<file path="src/rtl/fpmac_pkg.sv">
// Shared types, FP16 constants and field helpers for the dot-product sequencer
// and its FPMAC datapath.
package fpmac_pkg;

    localparam int unsigned FP_W  = 16;
    localparam int unsigned SIG_W = 11;
    localparam int unsigned EXP_W = 5;

    typedef enum logic [1:0] {
        ST_IDLE = 2'd0,
        ST_RUN  = 2'd1,
        ST_DONE = 2'd2
    } state_t;

    localparam logic [EXP_W-1:0] EXP_ALL_ONES = 5'h1F;
    localparam logic [FP_W-1:0]  POS_INF      = 16'h7C00;
    localparam logic [FP_W-1:0]  ZERO         = 16'h0000;
    localparam logic [FP_W-1:0]  QNAN         = 16'h7E00;

    function automatic logic fp16_is_nan(input logic [FP_W-1:0] x);
        return (x[14:10] == EXP_ALL_ONES) && (x[9:0] != 10'd0);
    endfunction

    function automatic logic fp16_is_inf(input logic [FP_W-1:0] x);
        return (x[14:10] == EXP_ALL_ONES) && (x[9:0] == 10'd0);
    endfunction

    function automatic logic fp16_is_zero(input logic [FP_W-1:0] x);
        return x[14:0] == 15'd0;
    endfunction

    // Significand with the hidden bit made explicit (0 for subnormals).
    function automatic logic [SIG_W-1:0] fp16_sig(input logic [FP_W-1:0] x);
        return {|x[14:10], x[9:0]};
    endfunction

    // Subnormals share the scale of exponent field 1.
    function automatic logic [EXP_W-1:0] fp16_exp_eff(input logic [FP_W-1:0] x);
        return (x[14:10] == 5'd0) ? 5'd1 : x[14:10];
    endfunction

endpackage

</file>
<file path="src/rtl/FPMAC.sv">
// Combinational FP16 fused multiply-add: o_result = a*b + c (or a*b - c),
// single round-to-nearest-even on the exact sum.
module FPMAC
    import fpmac_pkg::*;
(
    input  logic [FP_W-1:0] i_a,
    input  logic [FP_W-1:0] i_b,
    input  logic [FP_W-1:0] i_c,
    input  logic            i_sub,
    output logic [FP_W-1:0] o_result
);

    // LSB weight 2^-48 holds the smallest subnormal product exactly.
    localparam int unsigned SUM_W = 82;
    localparam int unsigned POS_W = 7;

    logic             sp;
    logic             sc;
    logic [21:0]      prod;
    logic [5:0]       sh_p;
    logic [5:0]       sh_c;
    logic [SUM_W-1:0] pmag;
    logic [SUM_W-1:0] cmag;
    logic [SUM_W-1:0] mag;
    logic [SUM_W-1:0] gmask;
    logic             rs;
    logic [POS_W-1:0] lead;
    logic [POS_W-1:0] lsb;
    logic [10:0]      q;
    logic [11:0]      qr;
    logic             guard;
    logic             sticky;
    logic [7:0]       e_res;
    logic [FP_W-1:0]  fin;
    logic             a_inf;
    logic             b_inf;
    logic             c_inf;
    logic             p_inf;
    logic             nan_in;
    logic             invalid;

    assign sp   = i_a[15] ^ i_b[15];
    assign sc   = i_c[15] ^ i_sub;
    assign prod = 22'(fp16_sig(i_a)) * 22'(fp16_sig(i_b));
    assign sh_p = 6'(fp16_exp_eff(i_a)) + 6'(fp16_exp_eff(i_b)) - 6'd2;
    assign sh_c = 6'(fp16_exp_eff(i_c)) + 6'd23;
    assign pmag = SUM_W'(prod) << sh_p;
    assign cmag = SUM_W'(fp16_sig(i_c)) << sh_c;

    // Signed-magnitude exact sum; exact cancellation gives +0 unless both terms are negative.
    always_comb begin
        mag = '0;
        rs  = 1'b0;
        if (sp == sc) begin
            mag = pmag + cmag;
            rs  = sp;
        end else if (pmag >= cmag) begin
            mag = pmag - cmag;
            rs  = sp;
        end else begin
            mag = cmag - pmag;
            rs  = sc;
        end
        if (mag == '0) begin
            rs = sp & sc;
        end
    end

    always_comb begin
        lead = '0;
        for (int i = 0; i < SUM_W; i++) begin
            if (mag[i]) begin
                lead = POS_W'(i);
            end
        end
    end

    // Keep 11 significant bits, but never below the subnormal quantum (bit 24).
    always_comb begin
        lsb    = (lead >= POS_W'(34)) ? lead - POS_W'(10) : POS_W'(24);
        q      = 11'(mag >> lsb);
        gmask  = SUM_W'(1) << (lsb - POS_W'(1));
        guard  = |(mag & gmask);
        sticky = |(mag & (gmask - SUM_W'(1)));
        qr     = {1'b0, q} + 12'(guard & (sticky | q[0]));
        e_res  = 8'd0;
        if (qr[11]) begin
            e_res = {1'b0, lsb} - 8'd22;
        end else if (qr[10]) begin
            e_res = {1'b0, lsb} - 8'd23;
        end
        if (e_res >= 8'd31) begin
            fin = {rs, POS_INF[14:0]};
        end else begin
            fin = {rs, e_res[4:0], qr[9:0]};
        end
    end

    assign a_inf   = fp16_is_inf(i_a);
    assign b_inf   = fp16_is_inf(i_b);
    assign c_inf   = fp16_is_inf(i_c);
    assign p_inf   = a_inf | b_inf;
    assign nan_in  = fp16_is_nan(i_a) | fp16_is_nan(i_b) | fp16_is_nan(i_c);
    assign invalid = (a_inf & fp16_is_zero(i_b)) | (b_inf & fp16_is_zero(i_a)) |
                     (p_inf & c_inf & (sp != sc));

    always_comb begin
        o_result = fin;
        if (nan_in || invalid) begin
            o_result = QNAN;
        end else if (p_inf) begin
            o_result = {sp, POS_INF[14:0]};
        end else if (c_inf) begin
            o_result = {sc, POS_INF[14:0]};
        end
    end

endmodule

</file>
<file path="src/rtl/fpmac_dot_ctrl.sv">
// Dot-product sequencer: streams operand pairs through one FPMAC, owns the
// accumulator and presents the final sum with sticky NaN/Inf flags.
module fpmac_dot_ctrl
    import fpmac_pkg::*;
#(
    parameter int unsigned LEN_W = 8
) (
    input  logic             i_clk,
    input  logic             i_rst_n,
    input  logic             i_start,
    input  logic [LEN_W-1:0] i_len,
    input  logic [FP_W-1:0]  i_init,
    input  logic             i_abort,
    input  logic [FP_W-1:0]  i_a,
    input  logic [FP_W-1:0]  i_b,
    input  logic             i_valid,
    output logic             o_ready,
    output logic             o_busy,
    output logic [FP_W-1:0]  o_result,
    output logic             o_result_valid,
    input  logic             i_result_ready,
    output logic             o_nan,
    output logic             o_inf
);

    state_t           state;
    logic [FP_W-1:0]  acc;
    logic [LEN_W-1:0] cnt;
    logic [FP_W-1:0]  mac_out;
    logic             beat;

    FPMAC u_fpmac (
        .i_a      (i_a),
        .i_b      (i_b),
        .i_c      (acc),
        .i_sub    (1'b0),
        .o_result (mac_out)
    );

    // o_ready is high exactly in RUN, so it doubles as the state decode here.
    assign beat     = i_valid && o_ready;
    assign o_result = acc;

    // Status outputs are loaded together with the state so they stay pure register decodes.
    always_ff @(posedge i_clk) begin
        if (!i_rst_n) begin
            state          <= ST_IDLE;
            acc            <= ZERO;
            cnt            <= '0;
            o_ready        <= 1'b0;
            o_busy         <= 1'b0;
            o_result_valid <= 1'b0;
            o_nan          <= 1'b0;
            o_inf          <= 1'b0;
        end else begin
            case (state)
                ST_IDLE: begin
                    if (i_start) begin
                        acc    <= i_init;
                        cnt    <= i_len;
                        o_nan  <= 1'b0;
                        o_inf  <= 1'b0;
                        o_busy <= 1'b1;
                        if (i_len != '0) begin
                            state   <= ST_RUN;
                            o_ready <= 1'b1;
                        end else begin
                            state          <= ST_DONE;
                            o_result_valid <= 1'b1;
                        end
                    end
                end
                ST_RUN: begin
                    if (i_abort) begin
                        state   <= ST_IDLE;
                        o_ready <= 1'b0;
                        o_busy  <= 1'b0;
                    end else if (beat) begin
                        acc   <= mac_out;
                        cnt   <= cnt - LEN_W'(1);
                        o_nan <= o_nan | fp16_is_nan(mac_out);
                        o_inf <= o_inf | fp16_is_inf(mac_out);
                        if (cnt == LEN_W'(1)) begin
                            state          <= ST_DONE;
                            o_ready        <= 1'b0;
                            o_result_valid <= 1'b1;
                        end
                    end
                end
                ST_DONE: begin
                    if (i_abort || i_result_ready) begin
                        state          <= ST_IDLE;
                        o_busy         <= 1'b0;
                        o_result_valid <= 1'b0;
                    end
                end
                default: begin
                    state          <= ST_IDLE;
                    o_ready        <= 1'b0;
                    o_busy         <= 1'b0;
                    o_result_valid <= 1'b0;
                end
            endcase
        end
    end

endmodule
</file>
<file path="config.mk">
export PLATFORM = sky130hd
export DESIGN_NAME = fpmac_dot_ctrl
export DESIGN_NICKNAME = d
export VERILOG_FILES = /design/src/rtl/fpmac_pkg.sv /design/src/rtl/FPMAC.sv /design/src/rtl/fpmac_dot_ctrl.sv
export SDC_FILE = /design/constraint.sdc
export NUM_CORES = 1
export LEC_CHECK = 0
export ABC_AREA = 1
export BUFFER_PORTS_ARGS = -buffer_cell sky130_fd_sc_hd__buf_4
export CORE_MARGIN = 2
export CORE_UTILIZATION = 25
export CTS_BUF_LIST = sky130_fd_sc_hd__clkbuf_4
export CTS_CLUSTER_DIAMETER = 50
export DETAILED_ROUTE_END_ITERATION = 8
export PLACE_DENSITY_LB_ADDON = 0.15
export SLEW_MARGIN = 25
export SYNTH_ARGS = -nofsm -noshare
export SYNTH_HDL_FRONTEND = slang
export SYNTH_SLANG_ARGS = --single-unit
export TNS_END_PERCENT = 10
</file>
<file path="constraint.sdc">
create_clock -name i_clk -period 21.5 [get_ports i_clk]
set_input_delay 1.075 -clock i_clk [delete_from_list [all_inputs] [get_ports i_clk]]
set_output_delay 1.075 -clock i_clk [all_outputs]
set_load 0.01 [all_outputs]
</file>
==> qor.txt <==
status = complete, no violations
grt total ovfl = 0
measured slew at the worst slew-check pin = 1.10 ns
Worst Min Path Start = o_inf$_SDFFE_PN0P_
chip width = 386 microns
worst reg2reg setup slack = 3.66 ns
CP Data Required Time = 21.73 ns
area of the mapped netlist = 36,400 sq um
CP Class = primary input to flop
wire length per cell = 24.0 microns
FF-to-FF path depth = 99
GPL Wtd Cong = 1.05
post-synthesis cell count = 7,284
Critical Path Sink Type = flop
final core occ = 0.294
# nets final = 8,121
Main synth FF type = dfxtp_1
CTS tree = yes
crit path DAT = 20.65 ns
max incr delay on CP = 0.67 ns
fmax = 0.0490 GHz
Hold Crit Depth = 2
RSZ-0062 raised after global routing = no
largest net degree at the start of global routing = 78
Routed Antenna Nets = 0
async set-reset flop share out of synthesis = 0
Total Wirelength = 230,000 microns
Min Clock Period, post-route = 20.41 ns
CTS sink count = 31
Avg Inst Size Synth = 5.00 sq um
slowest cell on the critical path = a21oi_1
CP max FO = 12
Hold Violations, Final = 0
boundary pin count = 83
worst setup margin = 1.09 ns
Core ar. = 145,000 sq um
Final Cell Area = 42,600 sq um
Synth cell types = 73
Setup TNS = 0 ns
Hold Crit Endpoint = o_inf$_SDFFE_PN0P_
Most Frequent Cell on Critical Path = nand2_1
Final period util = 0.949
DR vias/cell = 5.19
Die Y-Extent = 386 microns
CTS hold repair buffers = 0
register area share after synthesis = 0.0170
All-Layer GR Usage = 0.300
final slew viol count = 0
clk buf depth = 2
worst hold path class = flop to flop
number of synthesized register bits = 31
Clk Latency, worst-skew pair = 0.36 ns
Setup crit start kind = primary input
1st-iter DRT viols = 4,890
placed wire-length estimate = 203,000 microns
full die area = 149,000 sq um
r2r endpoint = o_result[0]$_SDFFE_PN0P_
layout cell share with drive strength beyond 1 = 0.0954
Post-synth EDFFs = 0
row count = 140
final setup violation count = 0
Critical Path Source = i_a[5]
via count = 49.8k
diode count = 0
area post-placement = 42,500 sq um
Top Family by Delay on Critical Path = simple AND/OR/NAND/NOR gates
H-tree depth = 2
Slew HR = 0.257
dpl ws = 1.15 ns
Num CTS Buffers = 5
worst clock skew = 0.0148 ns
Port-buffer cells = 82
Syn. warnings = 0
Worst-path clk slew = 0.12 ns
drt first pass iters = 8
post_cts resized = 0
fill count = 17.2k
# DRC = 0
CP bufs+invs = 16
Starting Density = 0.251
Root Driver = clkbuf_4
global-route wire length before repair = 328,000 microns
Syn-to-layout area delta = 17.1%
antenna violations before repair = 3
post-CTS setup repair buffer count = 0
vias in the first global route = 47.6k
Critical R2R Launch = o_result[10]$_SDFFE_PN0P_
MaxCap Viol Count = 0
-- cells by family (layout without fill, tap and decap cells) --
family | after synthesis | after routing | synth area share
simple gates | 3807 | 3807 | 0.429
buf+inv | 1593 | 1940 | 0.169
compound gates | 1347 | 1347 | 0.206
fa+ha+maj | 385 | 385 | 0.150
xor+xnor | 112 | 112 | 0.0269
flops | 31 | 31 | 0.0170
mux | 7 | 7 | 0.00192
other cells | 2 | 46 | 0.000206
-- layout make-up --
type | count | area (sq um) | share of cell area
Sequential cell | 31 | 621 | 0.0146
Clock inverter | 3 | 38.8 | 0.000910
Inverter | 1340 | 5030 | 0.118
Tap cell | 1917 | 2400 | 0.0562
Clock buffer | 5 | 37.5 | 0.000880
Multi-Input combinational cell | 5704 | 29900 | 0.701
Timing Repair Buffer | 592 | 4630 | 0.109
-- synthesized netlist by cell type, types with 6 or more instances --
cell type     n  area, sq um
ha_1        301         3770
buf_6        12          135
o31ai_1      17          128
a221o_1       9         90.1
or2_2         9         56.3
o311ai_0      6         52.6
nand3_2       7         70.1
dfxtp_1      31          621
xor2_1       96          841
nor2_2       19          119
inv_1      1288         4830
inv_2        36          135
o21bai_1     21          158
a21oi_1     606         3030
buf_2        48          240
fa_1         84         1680
o221ai_1     15          131
nand3_1     587         2940
a211oi_1      9         67.6
buf_1        22         82.6
buf_4        10         75.1
nand2_1    1959         7350
a221oi_1      7         61.3
o211ai_1     32          240
nor3_1       57          285
nand4_1      61          382
clkbuf_1    161          604
mux2i_1       7         70.1
o21a_1       29          218
nor2_1     1045         3920
nand2_2      14         87.6
clkinv_1     15         56.3
o22ai_1      32          200
o2111ai_1    19          166
xnor2_1      16          140
nor4_1       19          119
a21o_1        6         45.0
nand3b_1      6         45.0
o21ai_0     393         1970
o21ai_1      65          325
a31oi_1      42          263
-- flip-flops by register name (all words and copies together) (netlist names) --
register	flops
cnt	8
o_busy	1
o_inf	1
o_nan	1
o_ready	1
o_result	16
o_result_valid	1
state	2
-- metal layers --
metal | vias up | track usage | wire length [microns]
met2 | 1971 | 0.490 | 103000
li1 | 23800 | - | -
met3 | 362 | 0.0270 | 14100
met1 | 23700 | 0.390 | 98800
met4 | 0 | 0.158 | 14600
met5 | - | 0 | 0
-- worst register-to-register path: cells and delay by family (launching register included) --
family / cells / cell delay, ns
fa+ha+maj: 3 / 1.10
compound gates: 21 / 5.42
flops: 1 / 0.41
xor+xnor: 1 / 0.21
buf+inv: 15 / 2.26
simple gates: 59 / 8.29
-- per-stage QoR --
stage          hold WS [ns]  std cells
2_1_floorplan         0.454       7328
3_3_place_gp          0.463       9584
3_5_place_dp          0.466       9584
4_1_cts               0.486       9592
5_1_grt               0.504       9592
6_report              0.479       9592
-- worst max path at each step --
stage                               endpoint  depth (start not counted)
CTS                 o_result[9]$_SDFFE_PN0P_                        104
global placement    o_result[0]$_SDFFE_PN0P_                        151
detailed placement  o_result[0]$_SDFFE_PN0P_                        103
global route        o_result[9]$_SDFFE_PN0P_                        153
floorplan                 o_inf$_SDFFE_PN0P_                        156
finish              o_result[0]$_SDFFE_PN0P_                        107
-- cell usage in the layout (no fill, tap or decap), drive strengths merged, types with 58 or more instances in the layout --
cell,netlist,final
nand2,1978,1978
inv,1325,1325
nor2,1069,1069
a21oi,611,611
nand3,596,596
buf,92,592
o21ai,461,461
ha,301,301
xor2,96,96
fa,84,84
nand4,61,61
nor3,58,58
Power is left out: the tool's default activity adds up to more than one toggle a clock period on the data nets, which glitch-free logic cannot reach.
